--- src/rtl/ls_issue_queue.sv ---
// In-order load/store issue queue: dispatch writes at tail, CDB wakeups set operand
// readiness, head issues under a ready handshake, recovered (killed) entries drain silently.
module ls_issue_queue #(
  parameter int DEPTH  = 8,
  parameter int PREG_W = 6,
  parameter int ROB_W  = 4,
  parameter int IMM_W  = 16
) (
  input  logic                       clk,
  input  logic                       rst,
  input  logic                       isDispatch,
  input  logic [ROB_W-1:0]           rob_num_dp,
  input  logic [PREG_W-1:0]          p_rd_new,
  input  logic [PREG_W-1:0]          p_rs,
  input  logic                       read_rs,
  input  logic                       v_rs,
  input  logic [PREG_W-1:0]          p_rt,
  input  logic                       read_rt,
  input  logic                       v_rt,
  input  logic                       mem_ren,
  input  logic                       mem_wen,
  input  logic [IMM_W-1:0]           immed,
  input  logic                       stall_hazard,
  input  logic                       issue_ready,
  input  logic                       recover,
  input  logic [ROB_W-1:0]           rob_num_rec,
  input  logic [PREG_W-1:0]          p_rd_compl,
  input  logic                       RegDest_compl,
  input  logic                       complete,
  output logic [PREG_W-1:0]          p_rs_out,
  output logic [PREG_W-1:0]          p_rt_out,
  output logic [PREG_W-1:0]          p_rd_out,
  output logic [IMM_W-1:0]           immed_out,
  output logic [ROB_W-1:0]           rob_num_out,
  output logic                       RegDest_out,
  output logic                       mem_ren_out,
  output logic                       mem_wen_out,
  output logic                       issue,
  output logic                       lss_full,
  output logic                       lss_empty,
  output logic [$clog2(DEPTH):0]     lss_count
);

  localparam int PTR_W = $clog2(DEPTH);
  localparam int CNT_W = PTR_W + 1;

  typedef struct packed {
    logic              valid;
    logic              killed;
    logic              is_lw;
    logic              is_st;
    logic [ROB_W-1:0]  rob;
    logic [PREG_W-1:0] rd;
    logic [PREG_W-1:0] rs;
    logic              rdy_rs;
    logic [PREG_W-1:0] rt;
    logic              rdy_rt;
    logic [IMM_W-1:0]  imm;
  } entry_t;

  logic [PTR_W-1:0] head_reg;
  logic [PTR_W-1:0] tail_reg;
  logic [CNT_W-1:0] count_reg;
  entry_t           ent [DEPTH];
  entry_t           head_ent;
  entry_t           new_ent;
  logic             write_en;
  logic             drain_en;
  logic             pop_en;
  logic             wake_en;

  assign lss_full  = (count_reg == CNT_W'(DEPTH));
  assign lss_empty = (count_reg == '0);
  assign lss_count = count_reg;

  assign wake_en  = complete & RegDest_compl;
  assign write_en = isDispatch & ~stall_hazard & ~lss_full & ~recover & (mem_ren | mem_wen);
  assign head_ent = ent[head_reg];
  assign issue    = ~recover & ~stall_hazard & issue_ready & head_ent.valid & ~head_ent.killed
                  & head_ent.rdy_rs & head_ent.rdy_rt;
  // Killed heads leave without a handshake so recovery never waits on downstream.
  assign drain_en = head_ent.valid & head_ent.killed & ~recover;
  assign pop_en   = issue | drain_en;

  always_comb begin
    new_ent        = '0;
    new_ent.valid  = 1'b1;
    new_ent.is_lw  = mem_ren;
    new_ent.is_st  = mem_wen;
    new_ent.rob    = rob_num_dp;
    new_ent.rd     = p_rd_new;
    new_ent.rs     = p_rs;
    new_ent.rt     = p_rt;
    new_ent.imm    = immed;
    // Same-cycle broadcast is folded in here, otherwise the wakeup would be lost.
    new_ent.rdy_rs = v_rs | ~read_rs | (wake_en & (p_rd_compl == p_rs));
    new_ent.rdy_rt = v_rt | ~read_rt | (wake_en & (p_rd_compl == p_rt));
  end

  genvar gi;
  generate
    for (gi = 0; gi < DEPTH; gi++) begin : g_ent
      localparam logic [PTR_W-1:0] IDX = PTR_W'(gi);
      entry_t ent_reg;

      always_ff @(posedge clk or negedge rst) begin
        if (!rst) begin
          ent_reg <= '0;
        end else if (write_en && (tail_reg == IDX)) begin
          ent_reg <= new_ent;
        end else if (pop_en && (head_reg == IDX)) begin
          ent_reg <= '0;
        end else if (ent_reg.valid) begin
          if (wake_en && (ent_reg.rs == p_rd_compl)) ent_reg.rdy_rs <= 1'b1;
          if (wake_en && (ent_reg.rt == p_rd_compl)) ent_reg.rdy_rt <= 1'b1;
          if (recover && (ent_reg.rob == rob_num_rec)) begin
            ent_reg.killed <= 1'b1;
            ent_reg.is_lw  <= 1'b0;
            ent_reg.is_st  <= 1'b0;
          end
        end
      end

      assign ent[gi] = ent_reg;
    end
  endgenerate

  always_ff @(posedge clk or negedge rst) begin
    if (!rst) begin
      head_reg  <= '0;
      tail_reg  <= '0;
      count_reg <= '0;
    end else begin
      if (write_en) tail_reg <= tail_reg + PTR_W'(1);
      if (pop_en)   head_reg <= head_reg + PTR_W'(1);
      case ({write_en, pop_en})
        2'b10:   count_reg <= count_reg + CNT_W'(1);
        2'b01:   count_reg <= count_reg - CNT_W'(1);
        default: count_reg <= count_reg;
      endcase
    end
  end

  assign p_rs_out    = head_ent.rs;
  assign p_rt_out    = head_ent.rt;
  assign p_rd_out    = head_ent.rd;
  assign immed_out   = head_ent.imm;
  assign rob_num_out = head_ent.rob;
  assign RegDest_out = head_ent.is_lw;
  assign mem_ren_out = head_ent.is_lw;
  assign mem_wen_out = head_ent.is_st;

endmodule

--- config.mk ---
export PLATFORM = sky130hd
export DESIGN_NAME = ls_issue_queue
export DESIGN_NICKNAME = d
export VERILOG_FILES = /design/src/rtl/ls_issue_queue.sv
export SDC_FILE = /design/constraint.sdc
export NUM_CORES = 1
export LEC_CHECK = 0
export CORE_UTILIZATION = 55
export CTS_CLUSTER_SIZE = 24
export DETAILED_ROUTE_END_ITERATION = 8
export PLACE_DENSITY_LB_ADDON = 0.3
export SYNTH_ARGS = -nofsm -noshare
export SYNTH_HDL_FRONTEND = slang
export SYNTH_SLANG_ARGS = --single-unit
--- constraint.sdc ---
create_clock -name clk -period 3.4 [get_ports clk]
set_input_delay 1.02 -clock clk [delete_from_list [all_inputs] [get_ports clk]]
set_output_delay 1.02 -clock clk [all_outputs]
set_load 0.005 [all_outputs]
; ---- Word-level counts from Yosys, hierarchy flattened
; Index checks and enable logic that the tools add are counted.
[totals]
register_bits = 362
latch_bits = 0
ramBits = 0
rom_bits = 0
out_inout_bits = 48
word_cells = 383
n_memories = 0
[classes]
add_sub_neg = 4
multipliers = 0
n_div = 0
magnitude_cmp = 1
n_eq_ne = 43
shifts = 0
mux = 108
bitwise = 28
n_reduce_logical = 108
[op_table]
columns = operator, count
row1 = 44-bit two-way mux, 10
row2 = 44-bit binary-select mux with 3-bit select, 1
row3 = 16-bit two-way mux, 8
row4 = 6-bit equality test, 18
row5 = 3-bit nonzero test, 32
row6 = 3-bit two-way mux, 24
row7 = 1-bit two-way mux, 56
row8 = 6-bit two-way mux, 8
row9 = 2-bit AND reduction, 24
row10 = 1-bit logical AND, 40
row11 = 4-bit equality test, 8
row12 = 3-bit equality test (second input constant), 8
row13 = 2-bit nonzero test, 9
row14 = 1-bit AND, 15
row15 = 3-bit by 2-bit equality test with 1-bit output (second input constant), 4
row16 = 4-bit one-hot mux with 2 select lines, 1
row17 = 3-bit by 1-bit adder with 3-bit output (second input constant), 2
row18 = 3-bit by 1-bit equality test with 1-bit output (second input constant), 2
row19 = 3-bit zero test, 2
row20 = 1-bit NOT, 6
row21 = 1-bit bitwise OR, 6
row22 = 4-bit by 1-bit adder with 4-bit output (second input constant), 1
row23 = 4-bit equality test (second input constant), 1
row24 = 4-bit >= comparator (second input constant), 1
row25 = 5 further kinds, 5

; ---- Longest topological paths before layout
; Gate-level depths: netlist (run 1).
[logic_depth]
ltp_word = 12
ltp_mapped = 13

; ---- Least setup slack after synthesis (run 1)
; Ideal clock, no wire load.
[synth_timing]
path_type = input-to-reg
startpoint = in mem_ren
endpoint = reg count_reg[3], in the netlist lss_count[3]
setup_ps = 125
arrival_time_ps = 3346
t_required_ps = 3275
slack_ps = -71
path_stages = 13
path_buffers = 3
cell_sequence = clkbuf_1 -> o21ai_0 -> nor4_1 -> buf_2 -> buf_1 -> inv_1 -> ha_1 -> ha_1 -> a21o_1 -> a21oi_1 -> xnor2_1 -> nor2_1 -> xor2_1
[synth_between]
elab_chain_len = 4
elab_cells_between_ends = 6
cone_classes = eq/ne: 2 / mux: 1 / bitwise: 2 / reduce/logical: 1
[synth_lines]
columns = item, line
row1 = from (decl), 20  ; input logic mem_ren,
row2 = 1-bit bitwise OR (*), 77  ; assign write_en = isDispatch & ~stall_hazard & ~lss_full & ~recover & (mem_ren | mem_wen);
row3 = 1-bit AND (*), 77
row4 = 2-bit by 1-bit equality test with 1-bit output / 2-bit equality test (equally long branches), 136  ; case ({write_en, pop_en})
row5 = 4-bit one-hot mux with 2 select lines / 2-bit nonzero test (equally long branches), -
row6 = to (signal assigned), 137  ; 2'b10: count_reg <= count_reg + CNT_W'(1);
row7 = to (signal assigned), 138  ; 2'b01: count_reg <= count_reg - CNT_W'(1);
row8 = to (signal assigned), 139  ; default: count_reg <= count_reg;
row9 = to (decl), 63  ; logic [CNT_W-1:0] count_reg;
; Every way passes the cells marked *; elsewhere a longest branch is shown, timed or not.
; A chain may end at the register's enable or synchronous reset.

; ---- Worst setup path after layout (run 1)
[layout_timing]
startpoint = reg head_reg[0]
endpoint = out immed_out[9]
[layout_between]
elab_chain_len = 4
[layout_lines]
columns = item, line
row1 = from (decl), 61  ; logic [PTR_W-1:0] head_reg;
row2 = from (signal assigned), 135  ; if (pop_en) head_reg <= head_reg + PTR_W'(1);
row3 = 3-bit NOT with 4-bit output (implied by the code), 78  ; assign head_ent = ent[head_reg];
row4 = 44-bit binary-select mux with 3-bit select, 78
row5 = 44-bit two-way mux (implied by the code) (2 in a row), 78
row6 = to (decl), 33  ; output logic [IMM_W-1:0] immed_out,
; No other way between the ends. The select of a mux whose other input is x is not followed.

==> results of run 1 <==
repair_timing:
item / in CTS / in global routing
endpoints found under the setup margin: 42 / 16
cloned: 4 / 5
hold endpoints to repair: 0 / 0
resized for setup: 64 / 41
setup buffers: 9 / 22
pin swaps: 3 / 8
worst register-to-register path: stages, from the launching register on:
cell	delay, ps
sky130_fd_sc_hd__dfrtp_4	510
sky130_fd_sc_hd__buf_6	150
sky130_fd_sc_hd__inv_2	60
sky130_fd_sc_hd__mux4_2	580
sky130_fd_sc_hd__o22a_2	310
sky130_fd_sc_hd__buf_4	140
sky130_fd_sc_hd__buf_4	160
sky130_fd_sc_hd__a21oi_4	160
sky130_fd_sc_hd__ha_2	200
sky130_fd_sc_hd__ha_1	230
sky130_fd_sc_hd__a21o_1	190
sky130_fd_sc_hd__a21oi_2	140
sky130_fd_sc_hd__xnor2_1	120
sky130_fd_sc_hd__nor2_1	70
sky130_fd_sc_hd__xor2_1	140
cell usage after synthesis (5+ instances only):
cell / instances
sky130_fd_sc_hd__a32o_1: 168
sky130_fd_sc_hd__buf_6: 14
sky130_fd_sc_hd__a31oi_1: 5
sky130_fd_sc_hd__nand2_1: 310
sky130_fd_sc_hd__mux4_2: 86
sky130_fd_sc_hd__buf_1: 34
sky130_fd_sc_hd__o21ai_1: 94
sky130_fd_sc_hd__ha_1: 15
sky130_fd_sc_hd__buf_4: 13
sky130_fd_sc_hd__nand4_1: 19
sky130_fd_sc_hd__and3_1: 19
sky130_fd_sc_hd__buf_2: 67
sky130_fd_sc_hd__nor2b_1: 9
sky130_fd_sc_hd__a21oi_1: 13
sky130_fd_sc_hd__o21ai_0: 71
sky130_fd_sc_hd__xor2_1: 96
sky130_fd_sc_hd__clkbuf_1: 85
sky130_fd_sc_hd__nor4_1: 10
sky130_fd_sc_hd__and2_1: 11
sky130_fd_sc_hd__a41o_1: 8
sky130_fd_sc_hd__dfrtp_1: 362
sky130_fd_sc_hd__nor2_1: 22
sky130_fd_sc_hd__inv_1: 8
sky130_fd_sc_hd__nand3_1: 166
sky130_fd_sc_hd__o31ai_1: 8
sky130_fd_sc_hd__xnor2_1: 50
sky130_fd_sc_hd__nor3_1: 19
final cells by class:
class                           instances  area [um^2]  share of cell area [%]
Inverter                               11         41.3                   0.178
Tap cell                              455          569                    2.45
Sequential cell                       362         9070                    39.0
Timing Repair Buffer                  268         2910                    12.5
Multi-Input combinational cell       1236         9310                    40.1
Clock buffer                           61         1210                    5.21
Clock inverter                          9          123                   0.528
how the worst max path moves through the flow:
stage,end,cells after the start
after floorplan,lss_count[3],13
after global placement,issue,7
after detailed placement,issue,7
after CTS,issue,7
after global routing,p_rt_out[2],7
final,immed_out[9],7
through the flow:
| step | utilization [%] | setup slack [ps] | cell area, um^2 |
|---|---|---|---|
| after global placement | 61.6 | -378 | 21300 |
| after detailed placement | 61.6 | -431 | 21300 |
| after floorplan | - | 50.2 | 19300 |
| after CTS | 66.2 | -86.4 | 22900 |
| after global routing | 67.2 | -72.7 | 23200 |
| final | 67.2 | -36.0 | 23200 |
power groups by stage:
stage / clock network (mW) / logic (mW) / registers (mW)
floorplan: 0 / 5.52 / 7.24
global placement: 0 / 7.77 / 7.61
detailed placement: 0 / 8.01 / 7.71
CTS: 4.44 / 8.30 / 7.65
global route: 4.62 / 9.51 / 7.92
finish: 4.44 / 8.89 / 7.73
routing by layer:
metal / global-route usage (%) / vias to the layer above / share of wire [%]
met3: 7.34 / 194 / 11
met1: 47.2 / 8214 / 38
met4: 15.4 / 0 / 3.8
met5: 0 / - / 0
met2: 54.8 / 1224 / 47
li1: - / 6825 / -
cell families after synthesis:
| kind of cell | count (synthesis) |
|---|---|
| AOI/OAI and AO/OA | 377 |
| xor gates and xnor gates | 146 |
| adders and majority gates | 16 |
| buffers and inverters | 224 |
| DFF | 362 |
| muxes | 92 |
| and+or+nand+nor | 605 |
==> flow_metrics.tcl, run 1 <==
set metrics [dict create \
    status "complete, but fails checks" \
    violations "negative setup slack" \
    finalPower_mw 21.1 \
    worst_path_largest_cell_delay_ps 510 \
    fin_tns_setup_ps -158 \
    cellLeakagePower_nw 10.3 \
    layout-drive-gt1-share_pct 19.2 \
    routed-via-count 16500 \
    diodes 0 \
    max_clock_freq_mhz 291 \
    synthXorXnorAreaFrac_pct 6.61 \
    cts_max_level 2 \
    timing.reg2reg.worst_path_depth 14 \
    intPower_mw 13.7 \
    cts.clk_slew.worst_paths_ps 60 \
    critPathLaunchType "flip-flop" \
    largest_register_ff_count 352 \
    hold_slack_ps 352 \
    grt_pass1_wl_um 96100 \
    grt_pass1_vias 16800 \
    power_switching_share_pct 34.9 \
    synth_seq_cells 362 \
    fin_cells 2402 \
    switchingPower_mw 7.36 \
    synthCells 1822 \
    slowest_stage "sky130_fd_sc_hd__mux4_2" \
    die_h_um 190 \
    fraction_of_power_consumed_by_the_clock_network_pct 21.1 \
    cts.path.max_buffers 3 \
    setup.reg_to_reg.worst_slack_ps 120 \
    final-setup-viol-count 7 \
    timing_worst_slew_pin_value_ps 663 \
    cts_hold_buf 0 \
    std_cell_rows 68 \
    seq_area_frac_synth_pct 46.8 \
    synth.lib_cells_used.distinct 48 \
    main_combinational_cell_family_by_area_after_synthesis "compound AO/OA/AOI/OAI gates" \
    cts_num_sinks 362 \
    cts_made_buffers 39 \
    initial_utilization_pct 56.0 \
    path_cells "buf_12 -> buf_4 -> clkbuf_16 -> mux4_2 -> nand2_1 -> nand2_1 -> dlygate4sd2_1" \
    clockRootBuffer "sky130_fd_sc_hd__clkbuf_16" \
    mux_cell_area_share_after_synthesis_pct 10.5 \
    gp_congestion 0.895 \
    buffer_ports.inserted 109 \
    rsz0062_at_grt "true" \
    mostFrequentLayoutCells "sky130_fd_sc_hd__dfrtp_1, sky130_fd_sc_hd__nand2_1, sky130_fd_sc_hd__a32o_1" \
    final-hold-violation-count 0 \
    origin_of_the_worst_setup_path "head_reg[0]" \
    peak_fanout_along_the_critical_path 8 \
    fill_cells 2530 \
    drt_wl_total_um 63700 \
    synth.largest_area_cell "sky130_fd_sc_hd__dfrtp_1" \
    arrival_ps 2420 \
    hold_path_class "input pin to async pin" \
    timing.setup.critical_path_class "flip-flop to primary output" \
    wl_per_cell_um 26.5 \
    r2r_end "lss_count[3]" \
    worst_ir_drop_on_vdd_mv 0.541 \
    ant_nets 0 \
    timing.critical_path.max_delay_family "buffers and inverters" \
    regToRegStartpoint "head_reg[0]" \
    synth.cell_area_mm2 0.0193 \
    setup_skew_ps 23.7 \
    post-dp-hpwl_um 39100 \
    count_of_synthesis_stage_warnings_from_yosys 0 \
    flow.area_growth_from_synthesis_pct 20.1 \
    synth_edf_count 0 \
    chipWidth_um 190 \
    power.density_cell_area_mw_per_mm2 907 \
    grt.overflow.total 0 \
    dieArea_mm2 0.0359 \
    gr-usage-all-layers_pct 35.0 \
    drtIter0Drc 1981 \
    finalCritPeriodShare_pct 101 \
    synth-compound-area-share_pct 14.8 \
    path_common_cell "sky130_fd_sc_hd__nand2_1" \
    design.final.nets 1996 \
    boundaryPins 110 \
    synth_area_leaders "sky130_fd_sc_hd__dfrtp_1, sky130_fd_sc_hd__mux4_2, sky130_fd_sc_hd__a32o_1" \
    syn-mean-instance-area_um2 10.6 \
    numPlacedInstances 2292 \
    viasPerCell 6.85 \
    p_comb_share_pct 42.2 \
    seq_power_share_pct 36.7 \
    finalCriticalPeriod_ps 3440 \
    drt-pass1-iter-count 6 \
    total_of_max_cap_violations 0 \
    grt_antenna_before_repair 0 \
    ys.flop_type "sky130_fd_sc_hd__dfrtp_1" \
    async_reset_ff_share_pct 100 \
    synthSimpleGateAreaFrac_pct 14.6 \
    post-synth-top-area-fraction_pct 46.8 \
    critical_path.endpoint_type "primary output" \
    cts_tree "built" \
    timing_max_transition_violations_final 0 \
    finalWorstSetupSlack_ps -36.0 \
    timing.critical_path.buf_inv 4 \
    layout.cells.most_common "sky130_fd_sc_hd__dfrtp_1" \
    required_ps 2380 \
    grt_start_max_net_pins 101 \
    drc_violation_count_after_routing 0 \
    placeableCoreArea_mm2 0.0345 \
    synth.net_count 1900 \
    max-slew-margin-rel_pct 55.7 \
    clock_latency_ps 540 \
    synth-adder-area-share_pct 1.07 \
]
Note: power is estimated with default switching activity, not from simulation.
==> run 2, diff against run 1 <==
--- a/config.mk
+++ b/config.mk
@@ -5,6 +5,7 @@
 export SDC_FILE = /design/constraint.sdc
 export NUM_CORES = 1
 export LEC_CHECK = 0
+export CORE_ASPECT_RATIO = 0.6
 export CORE_UTILIZATION = 55
 export CTS_CLUSTER_SIZE = 24
 export DETAILED_ROUTE_END_ITERATION = 8
==> flow_metrics.tcl, run 2 (synthesis gave the netlist of run 1 again) <==
set metrics [dict create \
    cts_tree "built" \
    grt_antenna_before_repair 0 \
    hold_path_class "input pin to async pin" \
    layout.cells.most_common "sky130_fd_sc_hd__dfrtp_1" \
    ant_nets 0 \
    wl_per_cell_um 28.5 \
    buffer_ports.inserted 109 \
    chipWidth_um 244 \
    grt.overflow.total 0 \
    max_clock_freq_mhz 290 \
    peak_fanout_along_the_critical_path 6 \
    required_ps 2380 \
    grt_pass1_wl_um 103000 \
    clock_latency_ps 540 \
    gr-usage-all-layers_pct 38.1 \
    placeableCoreArea_mm2 0.0342 \
    rsz0062_at_grt "true" \
    hold_slack_ps 427 \
    finalWorstSetupSlack_ps -52.2 \
    cts.path.max_buffers 3 \
    numPlacedInstances 2293 \
    timing.setup.critical_path_class "flip-flop to primary output" \
    finalCritPeriodShare_pct 102 \
    dieArea_mm2 0.0360 \
    status "complete, but fails checks" \
    drt-pass1-iter-count 6 \
    timing.reg2reg.worst_path_depth 14 \
    die_h_um 147 \
    cellLeakagePower_nw 10.1 \
    mostFrequentLayoutCells "sky130_fd_sc_hd__dfrtp_1, sky130_fd_sc_hd__nand2_1, sky130_fd_sc_hd__a32o_1" \
    critPathLaunchType "flip-flop" \
    grt_pass1_vias 16700 \
    critical_path.endpoint_type "primary output" \
    viasPerCell 7.01 \
    initial_utilization_pct 56.6 \
    violations "negative setup slack" \
    final-setup-viol-count 1 \
    fill_cells 2494 \
    cts_made_buffers 35 \
    routed-via-count 16700 \
    regToRegStartpoint "head_reg[1]" \
    slowest_stage "sky130_fd_sc_hd__dfrtp_4" \
    clockRootBuffer "sky130_fd_sc_hd__clkbuf_16" \
    cts_num_sinks 362 \
    timing_worst_slew_pin_value_ps 706 \
    flow.area_growth_from_synthesis_pct 20.0 \
    diodes 0 \
    final-hold-violation-count 0 \
    setup_skew_ps 24.4 \
    cts.clk_slew.worst_paths_ps 70 \
    power.density_cell_area_mw_per_mm2 911 \
    timing_max_transition_violations_final 0 \
    boundaryPins 110 \
    cts_max_level 2 \
    worst_path_largest_cell_delay_ps 520 \
    grt_start_max_net_pins 86 \
    cts_hold_buf 0 \
    post-dp-hpwl_um 41000 \
    setup.reg_to_reg.worst_slack_ps 20 \
    std_cell_rows 52 \
    drt_wl_total_um 68100 \
    multiInputGateArea_mm2 0.00934 \
    max-slew-margin-rel_pct 52.8 \
    finalCriticalPeriod_ps 3450 \
    total_of_max_cap_violations 0 \
    design.final.nets 1983 \
    drc_violation_count_after_routing 0 \
    arrival_ps 2430 \
    fin_cells 2388 \
    layout.area.seq_mm2 0.00907 \
    path_cells "buf_12 -> buf_4 -> mux4_2 -> mux2_4 -> nand2_2 -> nor2_4 -> buf_2" \
    drtIter0Drc 2114 \
    gp_congestion 0.975 \
    worst_ir_drop_on_vdd_mv 0.507 \
    layout-drive-gt1-share_pct 19.4 \
    largest_register_ff_count 352 \
    r2r_end "lss_count[3]" \
]
[run 2: final cells by class]
cell class              instances  share of cell area (%)
repair buffers                259                    12.7
inverters                      11                   0.178
clock inverters                11                   0.803
clock buffers                  50                    4.59
multi-input cells            1236                    40.2
flip-flops and latches        362                    39.1
well taps                     459                    2.47
[run 2: per-stage QoR]
| step | power, mW | util (%) | instance area [um^2] | TNS [ps] | worst slack, ps |
|---|---|---|---|---|---|
| 3_3_place_gp | 15.5 | 62.6 | 21400 | -1590 | -564 |
| 2_1_floorplan | 12.8 | - | 19300 | 0 | 50.2 |
| 5_1_grt | 22.1 | 68.0 | 23200 | -136 | -82.5 |
| 6_report | 21.2 | 68.0 | 23200 | -52.2 | -52.2 |
| 3_5_place_dp | 15.9 | 62.6 | 21400 | -1910 | -576 |
| 4_1_cts | 20.7 | 67.6 | 23100 | -473 | -168 |
[run 2: how the worst max path moves through the flow]
stage | cells past startpoint | endpoint | from
after CTS | 8 | issue | head_reg[0]
after global placement | 7 | issue | issue_ready
after floorplan | 13 | lss_count[3] | mem_ren
after detailed placement | 7 | issue | stall_hazard
final | 7 | issue | head_reg[0]
after global routing | 7 | issue | head_reg[0]
[run 2: metal layers]
layer  part of all wire, %  vias to the layer above  GRT usage, %
li1                      -                     6805             -
met1                    38                     8386          53.2
met2                    44                     1358          57.2
met3                    15                      199          12.4
met4                   3.2                        0          11.0
met5                     0                        -             0
[run 2: power by group]
part	total [mW]	switching [mW]	internal, mW
Sequential	7.80	1.57	6.24
Clock	4.32	1.76	2.56
Combinational	9.03	4.22	4.81
Total	21.2	7.55	13.6
[run 2: what timing repair did]
action                                  CTS  global route
buffers inserted                         19             6
gates cloned                              8             3
endpoints found under the setup margin   44            28
resized for setup                        83            44
pin swaps                                 5            16
[run 2: worst max-delay path, delay by kind of cell, from the launching register on]
family                 cells  cell delay (ps)
buffers and inverters      3              410
flip-flops                 1              520
multiplexers               2              800
AND/OR/NAND/NOR            2              160
